<file path="config.mk">
export PLATFORM = sky130hd
export DESIGN_NAME = rpn_sequencer
export DESIGN_NICKNAME = d
export VERILOG_FILES = /design/src/rtl/rpn_sequencer.sv
export SDC_FILE = /design/constraint.sdc
export NUM_CORES = 1
export LEC_CHECK = 0
export BUFFER_PORTS_ARGS = -buffer_cell sky130_fd_sc_hd__buf_2
export CAP_MARGIN = 20
export CORE_MARGIN = 8
export CORE_UTILIZATION = 57
export CTS_BUF_LIST = sky130_fd_sc_hd__clkbuf_8
export DETAILED_ROUTE_END_ITERATION = 7
export PLACE_DENSITY = 0.85
export SYNTH_ARGS = -nofsm -noshare
export SYNTH_HDL_FRONTEND = slang
export SYNTH_SLANG_ARGS = --single-unit
</file>
<file path="constraint.sdc">
create_clock -name Clk -period 1.7 [get_ports Clk]
set_input_delay 0 -clock Clk [delete_from_list [all_inputs] [get_ports Clk]]
set_output_delay 0 -clock Clk [all_outputs]
set_load 0.05 [all_outputs]
</file>
<file path="src/rtl/rpn_sequencer.sv">
// Control sequencer for an RPN calculator: steps A/B operand entry, operation
// commit, optional multiplier handshake with timeout, and result display.
module rpn_sequencer #(
    parameter int MULT_TIMEOUT = 32
) (
    input  logic       Clk,
    input  logic       Rst,
    input  logic       Enter,
    input  logic [2:0] OpSelect,
    input  logic       Div0,
    input  logic       Mult_Done,
    output logic       LoadA,
    output logic       LoadB,
    output logic       LoadOp,
    output logic       Mult_Start,
    output logic       Busy,
    output logic       Err,
    output logic [2:0] OpLatched,
    output logic [1:0] Estado
);

    typedef enum logic [2:0] {
        S_A, S_B, S_OP, S_EXEC, S_MWAIT, S_DISP, S_ERR
    } state_t;

    localparam logic [5:0] LAST = 6'(MULT_TIMEOUT - 1);

    state_t     state;
    logic       armed;
    logic [5:0] cnt;
    logic       ev;

    // armed means Enter was seen low last cycle; reset disarms it so a level
    // held through reset release is not mistaken for a new press.
    assign ev = Enter & armed;

    always_ff @(posedge Clk) begin
        if (!Rst) begin
            state      <= S_A;
            armed      <= 1'b0;
            cnt        <= '0;
            LoadA      <= 1'b0;
            LoadB      <= 1'b0;
            LoadOp     <= 1'b0;
            Mult_Start <= 1'b0;
            Busy       <= 1'b0;
            Err        <= 1'b0;
            OpLatched  <= '0;
            Estado     <= 2'b00;
        end else begin
            armed      <= ~Enter;
            LoadA      <= 1'b0;
            LoadB      <= 1'b0;
            LoadOp     <= 1'b0;
            Mult_Start <= 1'b0;
            case (state)
                S_A: if (ev) begin
                    LoadA  <= 1'b1;
                    state  <= S_B;
                    Estado <= 2'b01;
                end
                S_B: if (ev) begin
                    LoadB  <= 1'b1;
                    state  <= S_OP;
                    Estado <= 2'b10;
                end
                S_OP: if (ev) begin
                    OpLatched <= OpSelect;
                    if (OpSelect == 3'd7 && Div0) begin
                        state  <= S_ERR;
                        Err    <= 1'b1;
                        Estado <= 2'b11;
                    end else if (OpSelect == 3'd6) begin
                        Mult_Start <= 1'b1;
                        cnt        <= '0;
                        Busy       <= 1'b1;
                        state      <= S_MWAIT;
                    end else begin
                        Busy  <= 1'b1;
                        state <= S_EXEC;
                    end
                end
                S_EXEC: begin
                    LoadOp <= 1'b1;
                    Busy   <= 1'b0;
                    state  <= S_DISP;
                    Estado <= 2'b11;
                end
                S_MWAIT: begin
                    // a done pulse coinciding with the last allowed cycle still counts
                    if (Mult_Done) begin
                        LoadOp <= 1'b1;
                        Busy   <= 1'b0;
                        state  <= S_DISP;
                        Estado <= 2'b11;
                    end else if (cnt == LAST) begin
                        Err    <= 1'b1;
                        Busy   <= 1'b0;
                        state  <= S_ERR;
                        Estado <= 2'b11;
                    end else begin
                        cnt <= cnt + 6'd1;
                    end
                end
                S_DISP: if (ev) begin
                    state  <= S_A;
                    Estado <= 2'b00;
                end
                S_ERR: if (ev) begin
                    Err    <= 1'b0;
                    state  <= S_A;
                    Estado <= 2'b00;
                end
                default: begin
                    state  <= S_A;
                    Busy   <= 1'b0;
                    Estado <= 2'b00;
                end
            endcase
        end
    end

endmodule

</file>
After elaboration in Yosys (flattened, before gate mapping)
Index checks and enable logic that the tools add are counted.
{"block": "classes", "n_eq_ne": 21, "add_sub_neg": 1, "n_mux": 38, "reduce_logical": 15, "bitwise_logic": 6}
{"cell": "$mux 6", "count": 5}
{"cell": "$mux 3", "count": 8}
{"cell": "$ne 2x2->1 const B", "count": 10}
{"cell": "$pmux 3 s6", "count": 1}
{"cell": "$reduce_and 6->1", "count": 3}
{"cell": "$eq 3x3->1 const B", "count": 5}
{"cell": "$mux 2", "count": 7}
{"cell": "$mux 1", "count": 12}
{"cell": "$pmux 2 s6", "count": 1}
{"cell": "$pmux 6 s2", "count": 1}
{"cell": "$reduce_or 4->1", "count": 2}
{"cell": "$add 6x1->6 const B", "count": 1}
{"cell": "$eq 3x2->1 const B", "count": 2}
{"cell": "$eq 6x5->1 const B", "count": 1}
{"cell": "$pmux 1 s3", "count": 2}
{"cell": "$reduce_and 2->1", "count": 3}
{"cell": "$not 1->1", "count": 5}
{"cell": "$reduce_and 5->1", "count": 1}
{"cell": "$reduce_and 4->1", "count": 1}
{"cell": "$eq 3x1->1 const B", "count": 1}
{"cell": "$logic_not 3->1", "count": 1}
{"cell": "$ne 3x3->1 const B", "count": 1}
{"cell": "$reduce_bool 3->1", "count": 1}
{"cell": "$ne 2x1->1 const B", "count": 1}
{"cell": "5 further kinds", "count": 5}
{"block": "totals", "elab_cells": 92, "reg_bits": 21, "in_bits": 8, "output_inout_bits": 11}

Longest topological paths before layout
Gate-level depths: netlist of the first run.
{"block": "logic_depth", "ltp_word": 5, "depth_mapped": 6, "mapped_depth_nobuf": 5}

Least setup slack after synthesis of the first run
Ideal clock, no wire load.
{"block": "synth_path", "kind": "register to register", "start": "register state[1]", "end": "register Err", "path_stages_with_launch": 6, "arrival_time_ns": 1.407, "required_ns": 1.639, "slack_ns": 0.232, "setup_time_ns": 0.061, "path_cell_list": "dfxtp_1 buf_6 or3b_1 o221a_1 or4_1 nand2_1"}
{"block": "synth_via", "elab_chain_cells": 3, "elab_cells_between_ends": 11, "classes_between": "eq/ne (8); mux (1); reduce/logical (2)"}
{"item": "start, declared", "line_no": "28", "text": "state_t state;"}
{"item": "start signal, assigned", "line_no": "39", "text": "state <= S_A;"}
{"item": "start signal, assigned", "line_no": "59", "text": "state <= S_B;"}
{"item": "start signal, assigned", "line_no": "64", "text": "state <= S_OP;"}
{"item": "$eq 3x3->1 or $eq 3x2->1 (tied branches)", "line_no": "56", "text": "case (state)"}
{"item": "$ne 2x2->1 (no source line) or $reduce_bool 3->1 (tied branches)"}
{"item": "$reduce_and 6->1 (no source line)"}
{"item": "end signal, assigned", "line_no": "47", "text": "Err <= 1'b0;"}
{"item": "end signal, assigned", "line_no": "71", "text": "Err <= 1'b1;"}
{"item": "end signal, assigned", "line_no": "97", "text": "Err <= 1'b1;"}
{"item": "end, declared", "line_no": "17", "text": "output logic Err,"}
Parallel ways exist; a longest one is shown, timed or not.
A chain may end at the register's enable or synchronous reset.

Worst setup path in the final report of the first run
{"block": "layout_path", "start": "register state[0]", "end": "register cnt[5]"}
{"block": "layout_via", "elab_chain_cells": 3, "elab_cells_between_ends": 10, "classes_between": "eq/ne (7); mux (1); reduce/logical (2)"}
{"item": "$eq 3x3->1 or $eq 3x2->1 (tied branches)", "line_no": "56"}
{"item": "$ne 2x2->1 (no source line) or $reduce_bool 2->1 (tied branches)"}
{"item": "$reduce_and 6->1 (no source line)"}
{"item": "end signal, assigned", "line_no": "102", "text": "cnt <= cnt + 6'd1;"}
{"item": "end, declared", "line_no": "30", "text": "logic [5:0] cnt;"}
Parallel ways exist; a longest one is shown, timed or not.

==> flow_summary.yaml, run 1 <==
die:
  initial_utilization: 0.591
  num_rows: 16
  io_pins: 19
  die_x_um: 60.4
  die_h_um: 60.4
  coreArea_mm2: 0.00190
  dieArea_mm2: 0.00365
sta:
  hold_viol: 0
  max_freq_ghz: 0.628
  min_period_ps: 1590
  setup_viol: 0
  timing.final.ws_setup_ps: 107
  rsz0062_at_grt: "false"
  clock_skew_ps: 3.63
  fin_crit_sh: 0.937
  timing.hold.ws_ps: 30.0
  slew_violations: 0
  slew_headroom: 0.759
  timing.setup.tns_ps: 0
  tightest_slew_ps: 356
global_route:
  grtUsageTotal: 0.178
  grt_pass1_wl_um: 5140
  overflow: 0
  grt_pass1_vias: 1117
  antenna_found_initial: 0
  grt_max_degree: 18
synthesis:
  synth_edf_count: 0
  synth_top_area_cell: "dfxtp_1"
  yosysMostFrequentCell: "dfxtp_1"
  synth.avg_cell_area_um2: 8.33
  ys_seq_area_frac: 0.374
  syn_nets: 144
  synth_area_leaders: "dfxtp_1 37%, nand2_1 6.0%, mux2i_1 5.3%, nor2_1 3.7%, a21oi_1 3.6%"
  yosysWarnings: 0
  synth-seq-cells: 21
  yosys.cell_types.count: 46
  synth_top_area_share: 0.374
  netlist_area_mm2: 0.00112
  synthFlopType: "dfxtp_1"
  synth_cells: 135
  async_flop_share: 0
  synth_commonest_cells: "21 x dfxtp_1, 18 x nand2_1, 11 x nor2_1"
worst_setup_path:
  startpoint_type: "flip-flop"
  crit_arrival_ps: 1730
  worst-path-max-fanout: 12
  worstSetupEndpointType: "flip-flop"
  worstSetupPathType: "flip-flop to flip-flop"
  crit_required_ps: 1840
route:
  drt_iter0_markers: 96
  drcViolationCount: 0
  vias: 1179
  viasPerCell: 6.34
  drt-wirelength-per-cell_um: 16.1
  ant_nets: 0
  first_pass_iters: 5
  totalWireLength_um: 2990
pwr:
  combPwrFrac: 0.144
  ir_worst_vdd_v: 0.000497
  netSwitchingFraction: 0.275
  intPower_mw: 0.720
  power.leakage_nw: 0.583
  p_per_area_mw_per_mm2: 739
  power_mw: 0.993
  p_switching_mw: 0.273
  seq_power_share: 0.526
  pwr-share-clk: 0.330
clock_network:
  insertion_delay_ps: 260
  clock-sinks: 21
  cts_root_buf: "clkbuf_8"
  cts_tree: "yes"
  postCtsSetupBuffers: 0
  path_clk_slew_ps: 80
  cts_buffer_depth: 2
  cts_inserted_buffers: 3
  htree_levels: 1
run:
  drv_cap: 0
placed_design:
  hpwl_um: 2100
  dp_slack_ps: 4.80
  gp_congestion: 0.886
  post_dp_cell_area_mm2: 0.00127
  io_buffers: 18
finish:
  final_area_mm2: 0.00135
  nNetsFinal: 169
  syn_to_final_growth_pct: 19.6
  diodes: 0
  layout-drive-gt1-share: 0.245
worst_hold_path:
  hold_class: "input port to flip-flop"
status:
  status: "finished clean"
==> worst max-delay path, cell delays in order (launching register included) <==
cell	delay, ps
dfxtp_2	400
nand2b_2	240
or4_1	540
a2bb2oi_1	180
o22ai_1	100
==> per-stage QoR <==
stage | util | cells
final | 0.707 | 186
after global routing | 0.707 | 186
after CTS | 0.699 | 186
after detailed placement | 0.668 | 181
after global placement | 0.668 | 181
after floorplan | - | 135
==> power by group through the flow <==
stage | Sequential (mW) | Combinational, mW | Clock [mW]
6_report | 0.523 | 0.143 | 0.328
5_1_grt | 0.525 | 0.153 | 0.361
4_1_cts | 0.522 | 0.138 | 0.333
3_5_place_dp | 0.533 | 0.134 | 0
3_3_place_gp | 0.532 | 0.132 | 0
2_1_floorplan | 0.542 | 0.0808 | 0
==> placed cells by master (no fill, tap or decap), types with 2 or more instances in the layout <==
master      n
mux2i_1     6
o21ai_0     5
and3_1      3
or3_1       2
clkbuf_8    3
o2111ai_1   2
dfxtp_2     2
a21oi_1     8
nand2b_1    4
o211ai_1    3
dfxtp_1    18
nand2_1    18
nand4b_1    2
or4_1       2
or3b_1      2
nand3_1     6
buf_2      18
o22ai_1     3
nor2_1     11
nor3_1      4
buf_4       8
==> cells by family after synthesis <==
kind of cell | synth area share
mux | 0.0534
buf+inv | 0.0400
compound gates | 0.195
flops | 0.374
simple gates | 0.318
fa+ha+maj | 0.0200
==> final timing paths <==
| kind | slack, ps | endpoint | from | depth (start not counted) |
|---|---|---|---|---|
| worst min register to register | 460 | Estado[1] | Estado[1] | 2 |
| worst max register to register | 110 | cnt[5] | state[0] | 4 |
| worst min-delay path | 30 | OpLatched[0] | OpSelect[0] | 3 |
| worst max-delay path | 110 | cnt[5] | state[0] | 4 |
==> flip-flops by register name, summed over array words and instances (netlist names) <==
register / flops
Mult_Start: 1
cnt: 6
Estado: 2
Err: 1
LoadB: 1
LoadOp: 1
OpLatched: 3
Busy: 1
state: 3
armed: 1
LoadA: 1
==> layer usage <==
metal	global-route usage	wire, µm	vias to the layer above
li1	-	-	549
met1	0.230	1220	523
met2	0.274	1380	91
met3	0.0381	311	16
met4	0.0831	78	0
met5	0	0	-
==> final cells by class <==
type / count / area [µm²]
fillers: 149 / 557
multi-input cells: 105 / 671
clock inverters: 1 / 5.00
well taps: 27 / 33.8
inverters: 2 / 7.51
flip-flops and latches: 21 / 427
repair buffers: 27 / 160
clock buffers: 3 / 41.3
==> timing repair <==
item                                   4_1_cts  5_1_grt
hold buffers                                 1        0
pin swaps                                    0        0
endpoints found under the hold margin        1        0
setup endpoints to repair                    2       12
gates resized for setup                      2        5
Power figures use the tool's default switching activity.
==> run 2, diff against run 1 <==
CORE_MARGIN = not set   (was 8)
==> run 2 against run 1 <==
Sequential power about the same. Worst hold slack got worse by 7.4 ps. Worst setup slack lost 42 ps. Routed wire length about the same. Clock-buffer cell count unchanged. Total power up 0.48%. Via count is 0.34% lower. Largest cell class unchanged. Critical path depth did not move. Design area is 1.2% higher. Sequential cell count did not move. Clock skew decreased by 1.8 ps. Largest power group unchanged. Global-route usage grew 12 points.
==> flow_summary.yaml, run 2 (synthesized netlist as in run 1, its figures left out) <==
finish:
  largest_reg_flops: 6
  postLayoutCoreUtil: 0.764
  reg_top3: "cnt x6, OpLatched x3, state x3"
  final_cell_mix: "19 x dfxtp_1, 18 x nand2_1, 18 x buf_2"
  top_register: "cnt"
  final_area_mm2: 0.00136
  syn_to_final_growth_pct: 21.0
  final_common_cell: "dfxtp_1"
  layout-drive-gt1-share: 0.253
  diodes: 0
  nNetsFinal: 172
  fill_cells: 134
global_route:
  overflow: 0
  grt_max_degree: 15
  grt_pass1_wl_um: 4500
  grtUsageTotal: 0.300
  grt_pass1_vias: 1014
  antenna_found_initial: 0
die:
  num_rows: 15
  die_x_um: 46.4
  die_h_um: 46.4
  initial_utilization: 0.631
  io_pins: 19
  coreArea_mm2: 0.00178
  dieArea_mm2: 0.00215
pwr:
  combPwrFrac: 0.148
  p_switching_mw: 0.272
  power.leakage_nw: 0.592
  netSwitchingFraction: 0.273
  intPower_mw: 0.726
  pwr-share-clk: 0.328
  seq_power_share: 0.523
  ir_worst_vdd_v: 0.000505
  p_per_area_mw_per_mm2: 733
placed_design:
  io_buffers: 18
  dp_slack_ps: 49.4
  hpwl_um: 2150
  gp_congestion: 0.957
  post_dp_cell_area_mm2: 0.00129
worst_setup_path:
  worstSetupPathType: "flip-flop to flip-flop"
  cp_top_family: "simple AND/OR/NAND/NOR gates"
  slowest_delay_ps: 520
  crit_arrival_ps: 1800
  worst-path-max-fanout: 9
  cp_slowest_cell: "or3b_1"
  r2r_start: "state[2]"
  reg2regPathDepth: 4
  startpoint_type: "flip-flop"
  crit_required_ps: 1870
  worstSetupEndpointType: "flip-flop"
  r2r-end: "state[1]"
  reg2reg_slack_ps: 70
  critical_path_buf_inv_count: 0
  crit_chain: "or3b_1, nand3_1, a21oi_1, a311oi_1"
route:
  drt-wirelength-per-cell_um: 16.0
  drcViolationCount: 0
  ant_nets: 0
  viasPerCell: 6.28
  totalWireLength_um: 2990
  first_pass_iters: 7
  drt_iter0_markers: 40
  vias: 1175
sta:
  fin_crit_sh: 0.962
  clock_skew_ps: 1.83
  slew_violations: 0
  setup_viol: 0
  hold_viol: 0
  slew_headroom: 0.721
  timing.hold.ws_ps: 22.5
  min_period_ps: 1630
  tightest_slew_ps: 413
  max_freq_ghz: 0.612
  timing.final.ws_setup_ps: 65.4
clock_network:
  cts_buffer_depth: 2
  clock-sinks: 21
  insertion_delay_ps: 260
  htree_levels: 1
  cts_inserted_buffers: 3
  path_clk_slew_ps: 70
  cts_root_buf: "clkbuf_8"
  cts_tree: "yes"
run:
  drv_cap: 0
worst_hold_path:
  min-delay-start: "OpSelect[0]"
  hold_depth: 3
  hold_end: "OpLatched[0]"
  hold_class: "input port to flip-flop"
status:
  status: "finished clean"
[run 2: final cells by class]
cell class                 count  area (µm²)  area share
clock buffer                   3        41.3      0.0303
inverter                       2        7.51     0.00551
timing repair buffer          30         183       0.134
sequential                    21         423       0.311
tap                           25        31.3      0.0230
clock inverter                 1        5.00     0.00368
multi-input combinational    105         671       0.493
[run 2: worst max-delay path by stage]
stage / startpoint / to / cells past startpoint
finish: state[2] / state[1] / 4
global route: state[1] / Busy / 5
CTS: state[1] / cnt[1] / 4
detailed placement: state[1] / cnt[1] / 4
global placement: state[2] / cnt[3] / 4
floorplan: state[1] / Err / 5
[run 2: through the flow]
stage                     power (mW)  TNS [ps]  std cells
after CTS                      0.999         0        187
final                          0.998         0        187
after detailed placement       0.673         0        182
after floorplan                0.623         0        135
after global placement         0.667         0        182
after global routing            1.04     -4.06        187
[run 2: worst min-delay path, stage by stage]
cell and delay (ps):
buf_2 110, mux2i_1 70, nor2_1 70
[run 2: timing repair]
action | CTS | global route
resized for setup | 0 | 5
hold endpoints to repair | 1 | 0
setup buffers | 0 | 0
endpoints found under the setup margin | 0 | 11
hold buffers | 1 | 0
[run 2: routing by layer]
| metal | GRT usage | part of all wire | wire length (µm) |
|---|---|---|---|
| met1 | 0.378 | 0.38 | 1140 |
| met2 | 0.458 | 0.49 | 1480 |
| met4 | 0.212 | 0.042 | 125 |
| met3 | 0.0471 | 0.082 | 246 |
| met5 | 0 | 0 | 0 |
[run 2: power by group through the flow]
stage	clock (mW)	sequential (mW)	combinational, mW
after detailed placement	0	0.532	0.141
after floorplan	0	0.542	0.0808
after CTS	0.334	0.520	0.144
final	0.328	0.522	0.148
after global placement	0	0.530	0.137
after global routing	0.355	0.525	0.159
